==> src/rtl/ps2_pkg.sv <==
// ps2_pkg -- shared types and constants for the PS/2 key controller.
//   ps2_state_t : decoder FSM states
//   PREFIX_EXT  : extended-key prefix byte (E0)
//   PREFIX_BRK  : break (key release) prefix byte (F0)
//   ps2_evt_t   : 10-bit key event record {ext, brk, code}
package ps2_pkg;

    typedef enum logic [2:0] {
        IDLE     = 3'd0,
        GOT_E0   = 3'd1,
        GOT_F0   = 3'd2,
        GOT_E0F0 = 3'd3,
        RECOVER  = 3'd4
    } ps2_state_t;

    localparam logic [7:0] PREFIX_EXT = 8'hE0;
    localparam logic [7:0] PREFIX_BRK = 8'hF0;

    typedef struct packed {
        logic       ext;
        logic       brk;
        logic [7:0] code;
    } ps2_evt_t;

    function automatic ps2_evt_t make_evt(input logic ext, input logic brk,
                                          input logic [7:0] code);
        ps2_evt_t e;
        e.ext  = ext;
        e.brk  = brk;
        e.code = code;
        return e;
    endfunction

endpackage

==> src/rtl/ps2_event_fifo.sv <==
// ps2_event_fifo -- synchronous show-ahead FIFO of key events.
//   clk, srst  : clock and synchronous active-high reset
//   push       : write request; accepted when not full, or when full and a pop
//                happens in the same cycle
//   push_data  : event to write
//   pop        : read request; ignored when empty
//   head_data  : oldest stored event (zero when empty)
//   empty/full : occupancy flags
//   count      : number of stored events
module ps2_event_fifo
    import ps2_pkg::*;
#(
    parameter int DEPTH = 4
) (
    input  logic                     clk,
    input  logic                     srst,
    input  logic                     push,
    input  ps2_evt_t                 push_data,
    input  logic                     pop,
    output ps2_evt_t                 head_data,
    output logic                     empty,
    output logic                     full,
    output logic [$clog2(DEPTH):0]   count
);

    localparam int AW = $clog2(DEPTH);
    localparam int CW = AW + 1;

    ps2_evt_t        mem_q [DEPTH];
    logic [AW-1:0]   wr_ptr_q, wr_ptr_d;
    logic [AW-1:0]   rd_ptr_q, rd_ptr_d;
    logic [CW-1:0]   count_q,  count_d;
    logic            do_push, do_pop;

    assign empty = (count_q == '0);
    assign full  = (count_q == CW'(DEPTH));
    assign count = count_q;

    // A full FIFO still accepts a write when the head leaves in the same cycle.
    assign do_pop  = pop & ~empty;
    assign do_push = push & (~full | do_pop);

    // Gate the head so the outputs read zero whenever nothing is stored.
    assign head_data = empty ? '0 : mem_q[rd_ptr_q];

    always_comb begin
        wr_ptr_d = wr_ptr_q;
        rd_ptr_d = rd_ptr_q;
        count_d  = count_q;
        // DEPTH is a power of two, so pointer overflow is the modulo wrap.
        if (do_push) wr_ptr_d = wr_ptr_q + AW'(1);
        if (do_pop)  rd_ptr_d = rd_ptr_q + AW'(1);
        case ({do_push, do_pop})
            2'b10:   count_d = count_q + CW'(1);
            2'b01:   count_d = count_q - CW'(1);
            default: count_d = count_q;
        endcase
    end

    always_ff @(posedge clk) begin
        if (srst) begin
            wr_ptr_q <= '0;
            rd_ptr_q <= '0;
            count_q  <= '0;
        end else begin
            wr_ptr_q <= wr_ptr_d;
            rd_ptr_q <= rd_ptr_d;
            count_q  <= count_d;
        end
    end

    // Storage has no reset; stale entries are unreachable once count is zero.
    always_ff @(posedge clk) begin
        if (do_push) mem_q[wr_ptr_q] <= push_data;
    end

endmodule

==> src/rtl/ps2_key_controller.sv <==
// ps2_key_controller -- turns PS/2 scan bytes into make/break key events.
//   slowClk     : single clock, rising edge
//   reset       : synchronous active-high reset
//   rxValid     : one-cycle byte strobe from the receiver
//   rxByte      : received scan byte
//   rxError     : receiver sticky parity error
//   rxReset     : one-cycle pulse that clears the receiver
//   evtValid    : event FIFO head is valid
//   evtCode     : head event final scan byte
//   evtBreak    : head event is a key release
//   evtExtended : head event began with E0
//   evtReady    : consumer accept (pop on evtValid & evtReady)
//   overflow    : sticky, an event was dropped because the FIFO was full
module ps2_key_controller
    import ps2_pkg::*;
#(
    parameter int FIFO_DEPTH     = 4,
    parameter int TIMEOUT_CYCLES = 2000
) (
    input  logic       slowClk,
    input  logic       reset,
    input  logic       rxValid,
    input  logic [7:0] rxByte,
    input  logic       rxError,
    output logic       rxReset,
    output logic       evtValid,
    output logic [7:0] evtCode,
    output logic       evtBreak,
    output logic       evtExtended,
    input  logic       evtReady,
    output logic       overflow
);

    localparam int CNT_W = (TIMEOUT_CYCLES > 2) ? $clog2(TIMEOUT_CYCLES) : 1;
    localparam logic [CNT_W-1:0] TIMEOUT_LAST = CNT_W'(TIMEOUT_CYCLES - 1);
    localparam int FCW = $clog2(FIFO_DEPTH) + 1;

    ps2_state_t       state_q, state_d;
    logic [CNT_W-1:0] tmo_q, tmo_d;
    logic             rx_reset_q, rx_reset_d;
    logic             overflow_q, overflow_d;

    logic             push;
    ps2_evt_t         push_evt;
    logic             pop_req;
    ps2_evt_t         head_evt;
    logic             fifo_empty, fifo_full;
    logic [FCW-1:0]   fifo_count;

    assign pop_req = evtReady & ~fifo_empty;

    always_comb begin
        state_d    = state_q;
        tmo_d      = tmo_q;
        rx_reset_d = 1'b0;
        push       = 1'b0;
        push_evt   = '0;
        case (state_q)
            RECOVER: begin
                // Single settling cycle while the receiver clears; bytes ignored.
                state_d = IDLE;
                tmo_d   = '0;
            end
            default: begin
                if (rxError) begin
                    // Error wins over a same-cycle byte; any prefix is discarded.
                    state_d    = RECOVER;
                    rx_reset_d = 1'b1;
                    tmo_d      = '0;
                end else if (rxValid) begin
                    tmo_d = '0;
                    case (state_q)
                        IDLE: begin
                            if (rxByte == PREFIX_EXT)      state_d = GOT_E0;
                            else if (rxByte == PREFIX_BRK) state_d = GOT_F0;
                            else begin
                                push     = 1'b1;
                                push_evt = make_evt(1'b0, 1'b0, rxByte);
                            end
                        end
                        GOT_E0: begin
                            if (rxByte == PREFIX_BRK)      state_d = GOT_E0F0;
                            else if (rxByte != PREFIX_EXT) begin
                                push     = 1'b1;
                                push_evt = make_evt(1'b1, 1'b0, rxByte);
                                state_d  = IDLE;
                            end
                        end
                        GOT_F0: begin
                            if (rxByte != PREFIX_EXT && rxByte != PREFIX_BRK) begin
                                push     = 1'b1;
                                push_evt = make_evt(1'b0, 1'b1, rxByte);
                                state_d  = IDLE;
                            end
                        end
                        GOT_E0F0: begin
                            if (rxByte != PREFIX_EXT && rxByte != PREFIX_BRK) begin
                                push     = 1'b1;
                                push_evt = make_evt(1'b1, 1'b1, rxByte);
                                state_d  = IDLE;
                            end
                        end
                        default: state_d = IDLE;
                    endcase
                end else if (state_q != IDLE) begin
                    // Abandon a dangling prefix once the follow-up byte is overdue.
                    if (tmo_q == TIMEOUT_LAST) begin
                        state_d = IDLE;
                        tmo_d   = '0;
                    end else begin
                        tmo_d = tmo_q + CNT_W'(1);
                    end
                end
            end
        endcase
        overflow_d = overflow_q | (push & fifo_full & ~pop_req);
    end

    always_ff @(posedge slowClk) begin
        if (reset) begin
            state_q    <= IDLE;
            tmo_q      <= '0;
            rx_reset_q <= 1'b0;
            overflow_q <= 1'b0;
        end else begin
            state_q    <= state_d;
            tmo_q      <= tmo_d;
            rx_reset_q <= rx_reset_d;
            overflow_q <= overflow_d;
        end
    end

    ps2_event_fifo #(
        .DEPTH (FIFO_DEPTH)
    ) u_fifo (
        .clk       (slowClk),
        .srst      (reset),
        .push      (push),
        .push_data (push_evt),
        .pop       (pop_req),
        .head_data (head_evt),
        .empty     (fifo_empty),
        .full      (fifo_full),
        .count     (fifo_count)
    );

    assign evtValid    = (fifo_count != '0);
    assign evtCode     = head_evt.code;
    assign evtBreak    = head_evt.brk;
    assign evtExtended = head_evt.ext;
    assign rxReset     = rx_reset_q;
    assign overflow    = overflow_q;

endmodule

==> config.mk <==
export PLATFORM = sky130hd
export DESIGN_NAME = ps2_key_controller
export DESIGN_NICKNAME = d
export VERILOG_FILES = /design/src/rtl/ps2_pkg.sv /design/src/rtl/ps2_event_fifo.sv /design/src/rtl/ps2_key_controller.sv
export SDC_FILE = /design/constraint.sdc
export NUM_CORES = 1
export LEC_CHECK = 0
export ABC_CLOCK_PERIOD_IN_PS = 3400
export CORE_MARGIN = 2
export CORE_UTILIZATION = 35
export CTS_CLUSTER_DIAMETER = 150
export DETAILED_ROUTE_END_ITERATION = 8
export PLACE_DENSITY = 0.57
export SKIP_LAST_GASP = 1
export SLEW_MARGIN = 20
export SYNTH_ARGS = -nofsm -noshare
export SYNTH_HDL_FRONTEND = slang
export SYNTH_SLANG_ARGS = --single-unit
==> constraint.sdc <==
create_clock -name slowClk -period 3.4 [get_ports slowClk]
set_input_delay 1.02 -clock slowClk [delete_from_list [all_inputs] [get_ports slowClk]]
set_output_delay 1.02 -clock slowClk [all_outputs]
set_load 0.03 [all_outputs]
==> reports/qor.json <==
{
  "worst_hold_path_type": "register to register",
  "cts_resized": 0,
  "cap_viol_max_count": 0,
  "drt_first_iter_violations": 66,
  "multiInputGateArea_um2": 1070,
  "layout.cell_area.non_filler_um2": 3460,
  "port-buffer-count": 25,
  "fp.dieH_um": 93.8,
  "commonest_non_fill_non_tap_cell_in_the_layout": "edfxtp_1",
  "clockBufferDepth": 2,
  "synthDistinctLibCells": 39,
  "design_power_total_mw": 2.18,
  "post_route_cells_drive_above_1_share_pct": 21.3,
  "synth_area_leader_cell": "edfxtp_1",
  "period_minus_slack_ps": 3200,
  "yosysWarnings": 0,
  "antenna_violations_before_repair": 0,
  "final_setup_fails": 0,
  "timing.critical_path.arrival_ps": 2180,
  "grt_max_degree": 14,
  "cell_internal_pwr_mw": 1.53,
  "leakage_nw": 1.14,
  "first_global_vias": 1625,
  "setup.worst_path.class": "register to output port",
  "syn_to_final_growth_pct": 22.6,
  "firstDrtPassIters": 4,
  "fin_ws_ps": 203,
  "global_route.overflow_total": 0,
  "switching_share_pct": 30.1,
  "cts_made_buffers": 9,
  "run_status": "finished clean",
  "num_vias": 1645,
  "clk_pin_slew_ps": 70,
  "max_freq_ghz": 0.313,
  "critical_path.endpoint_type": "output port",
  "post_drt_via_cell_ratio": 4.62,
  "totalNegativeSetupSlack_ps": 0,
  "placedCellCount": 340,
  "detailedPlacementHpwl_um": 3370,
  "worst_voltage_drop_across_the_vdd_grid_mv": 0.210,
  "io_pins": 26,
  "postRouteWirelength_um": 4880,
  "p_comb_share_pct": 28.9,
  "power.net_switching_uw": 658,
  "finalClockSkew_ps": 6.52,
  "numClockSinks": 65,
  "grtUsageTotal_pct": 12.7,
  "holdBufCountCts": 0,
  "dieArea_um2": 8800,
  "clock_power_share_pct": 29.7,
  "grt_setup_unrepaired": "false",
  "syn_inst_count": 206,
  "antenna_left": 0,
  "synth_top_flop_cell": "edfxtp_1",
  "netlist.area_leader.share_pct": 42.6,
  "holdWs_ps": 498,
  "power.density_cell_area_nw_per_um2": 631,
  "syn-mean-instance-area_um2": 13.7,
  "tightestPinTransition_ps": 501,
  "initial_cell_density_of_the_core_pct": 36.3,
  "mapped_area_um2": 2820,
  "post_drt_wl_per_cell_um": 13.7,
  "layout.area.seq_um2": 1700,
  "ctsRootBufferMaster": "clkbuf_8",
  "postLayoutCoreUtil_pct": 44.5,
  "row_count": 32,
  "final_net_count": 269,
  "cts_tree": "built",
  "drc_violations": 0,
  "finish.cell_count_without_fillers": 356,
  "synth_area_leaders": "edfxtp_1 43%, dfxtp_1 18%, mux4_2 8.0%, and2_1 5.5%, xnor2_1 3.1%",
  "seq_power_share_pct": 41.4,
  "ys_seq_elements": 65,
  "cts_setup_buffers": 0,
  "fp.dieW_um": 93.8,
  "synth_seq_area_share_pct": 60.3,
  "mappedNetlistNets": 226,
  "crit_required_ps": 2380,
  "place_worst_setup_slack_ps": 83.6,
  "dpl_cell_area_um2": 3260,
  "core_region_area_um2": 7770,
  "final_hold_viol_count": 0,
  "critical_path_peak_fanout": 10,
  "insertedDiodeCount": 0,
  "post-route-period-util_pct": 94.0,
  "finalWeightedCongestion": 0.725,
  "final_max_slew_viol_count": 0,
  "synth_edf_count": 40,
  "relSlewSlack_pct": 66.5,
  "clock_latency_reported_for_the_late_side_of_the_worst_skew_pair_ps": 340,
  "setup.worst_path.start_class": "register",
  "h-tree-depth": 3,
  "synthArstFlopShare_pct": 0,
  "fill_cells": 754,
  "most-common-layout-cells": "40 x edfxtp_1, 25 x and2_1, 25 x dfxtp_1, 25 x clkdlybuf4s50_1, 14 x nor2_1",
  "grt_first_pass_wirelength_um": 8170
}
==> layer usage <==
layer  vias to the layer above  wire [µm]  global-route usage, %
met4                         0         96                   5.80
met2                        28       2210                   19.4
met5                         -          0                      0
met1                       778       2350                   16.3
li1                        829          -                      -
met3                        10        223                   4.33
==> power groups by stage <==
stage / Combinational (mW) / Sequential [mW] / Clock, mW
after floorplan: 0.424 / 0.912 / 0
after CTS: 0.645 / 0.904 / 0.667
after detailed placement: 0.644 / 0.921 / 0
after global placement: 0.639 / 0.920 / 0
final: 0.632 / 0.903 / 0.648
after global routing: 0.689 / 0.909 / 0.703
==> synth_stat cells, types with 2 or more instances <==
master and number:
a21oi_1 5, and2_1 25, clkbuf_1 2, dfxtp_1 25, edfxtp_1 40, ha_1 6
inv_1 7, mux2i_1 2, mux4_2 10, nand2_1 8, nand2b_1 2, nand4_1 2
nor2_1 14, nor2_2 10, nor3_1 5, nor3b_1 2, nor4_1 4, o21ai_1 2
or3_1 2, xnor2_1 10, xor2_1 5
==> path summary, 6_finish.rpt <==
path / from / endpoint / slack, ps / cells after the start
max: register / evtCode[2] / 200 / 4
min: u_fifo.count[2] / u_fifo.count[2] / 500 / 2
max reg2reg: u_fifo.count[0] / u_fifo.count[2] / 1110 / 8
min reg2reg: u_fifo.count[2] / u_fifo.count[2] / 500 / 2
==> sequential cells by signal, summed over array words and instances, names as in the netlist, named ones only <==
signal	cells
rxReset	1
tmo_q	11
u_fifo.rd_ptr_q	2
overflow	1
u_fifo.count	3
state_q	3
u_fifo.mem_q	40
u_fifo.wr_ptr_q	2
==> critical path, cell delays in order, from the launching register on <==
cell and delay, ps:
dfxtp_1 310, buf_4 230, mux4_2 540, and2_1 170, clkdlybuf4s50_1 590
==> cell type report <==
| class | instances | share of cell area (%) |
|---|---|---|
| multi-input cells | 129 | 30.8 |
| well taps | 102 | 3.69 |
| clock inverters | 5 | 1.59 |
| repair buffers | 37 | 9.84 |
| clock buffers | 11 | 4.09 |
| flip-flops and latches | 65 | 49.2 |
| inverters | 7 | 0.759 |
==> logic make-up after synthesis <==
logic type	after synthesis	synth area share, %
and+or+nand+nor	82	16.9
adders and majority gates	7	3.37
AOI/OAI and AO/OA	13	4.17
muxes	12	8.69
DFF	65	60.3
buffers and inverters	12	1.91
xor gates and xnor gates	15	4.65
No activity file was read; power rests on OpenSTA's default activity.
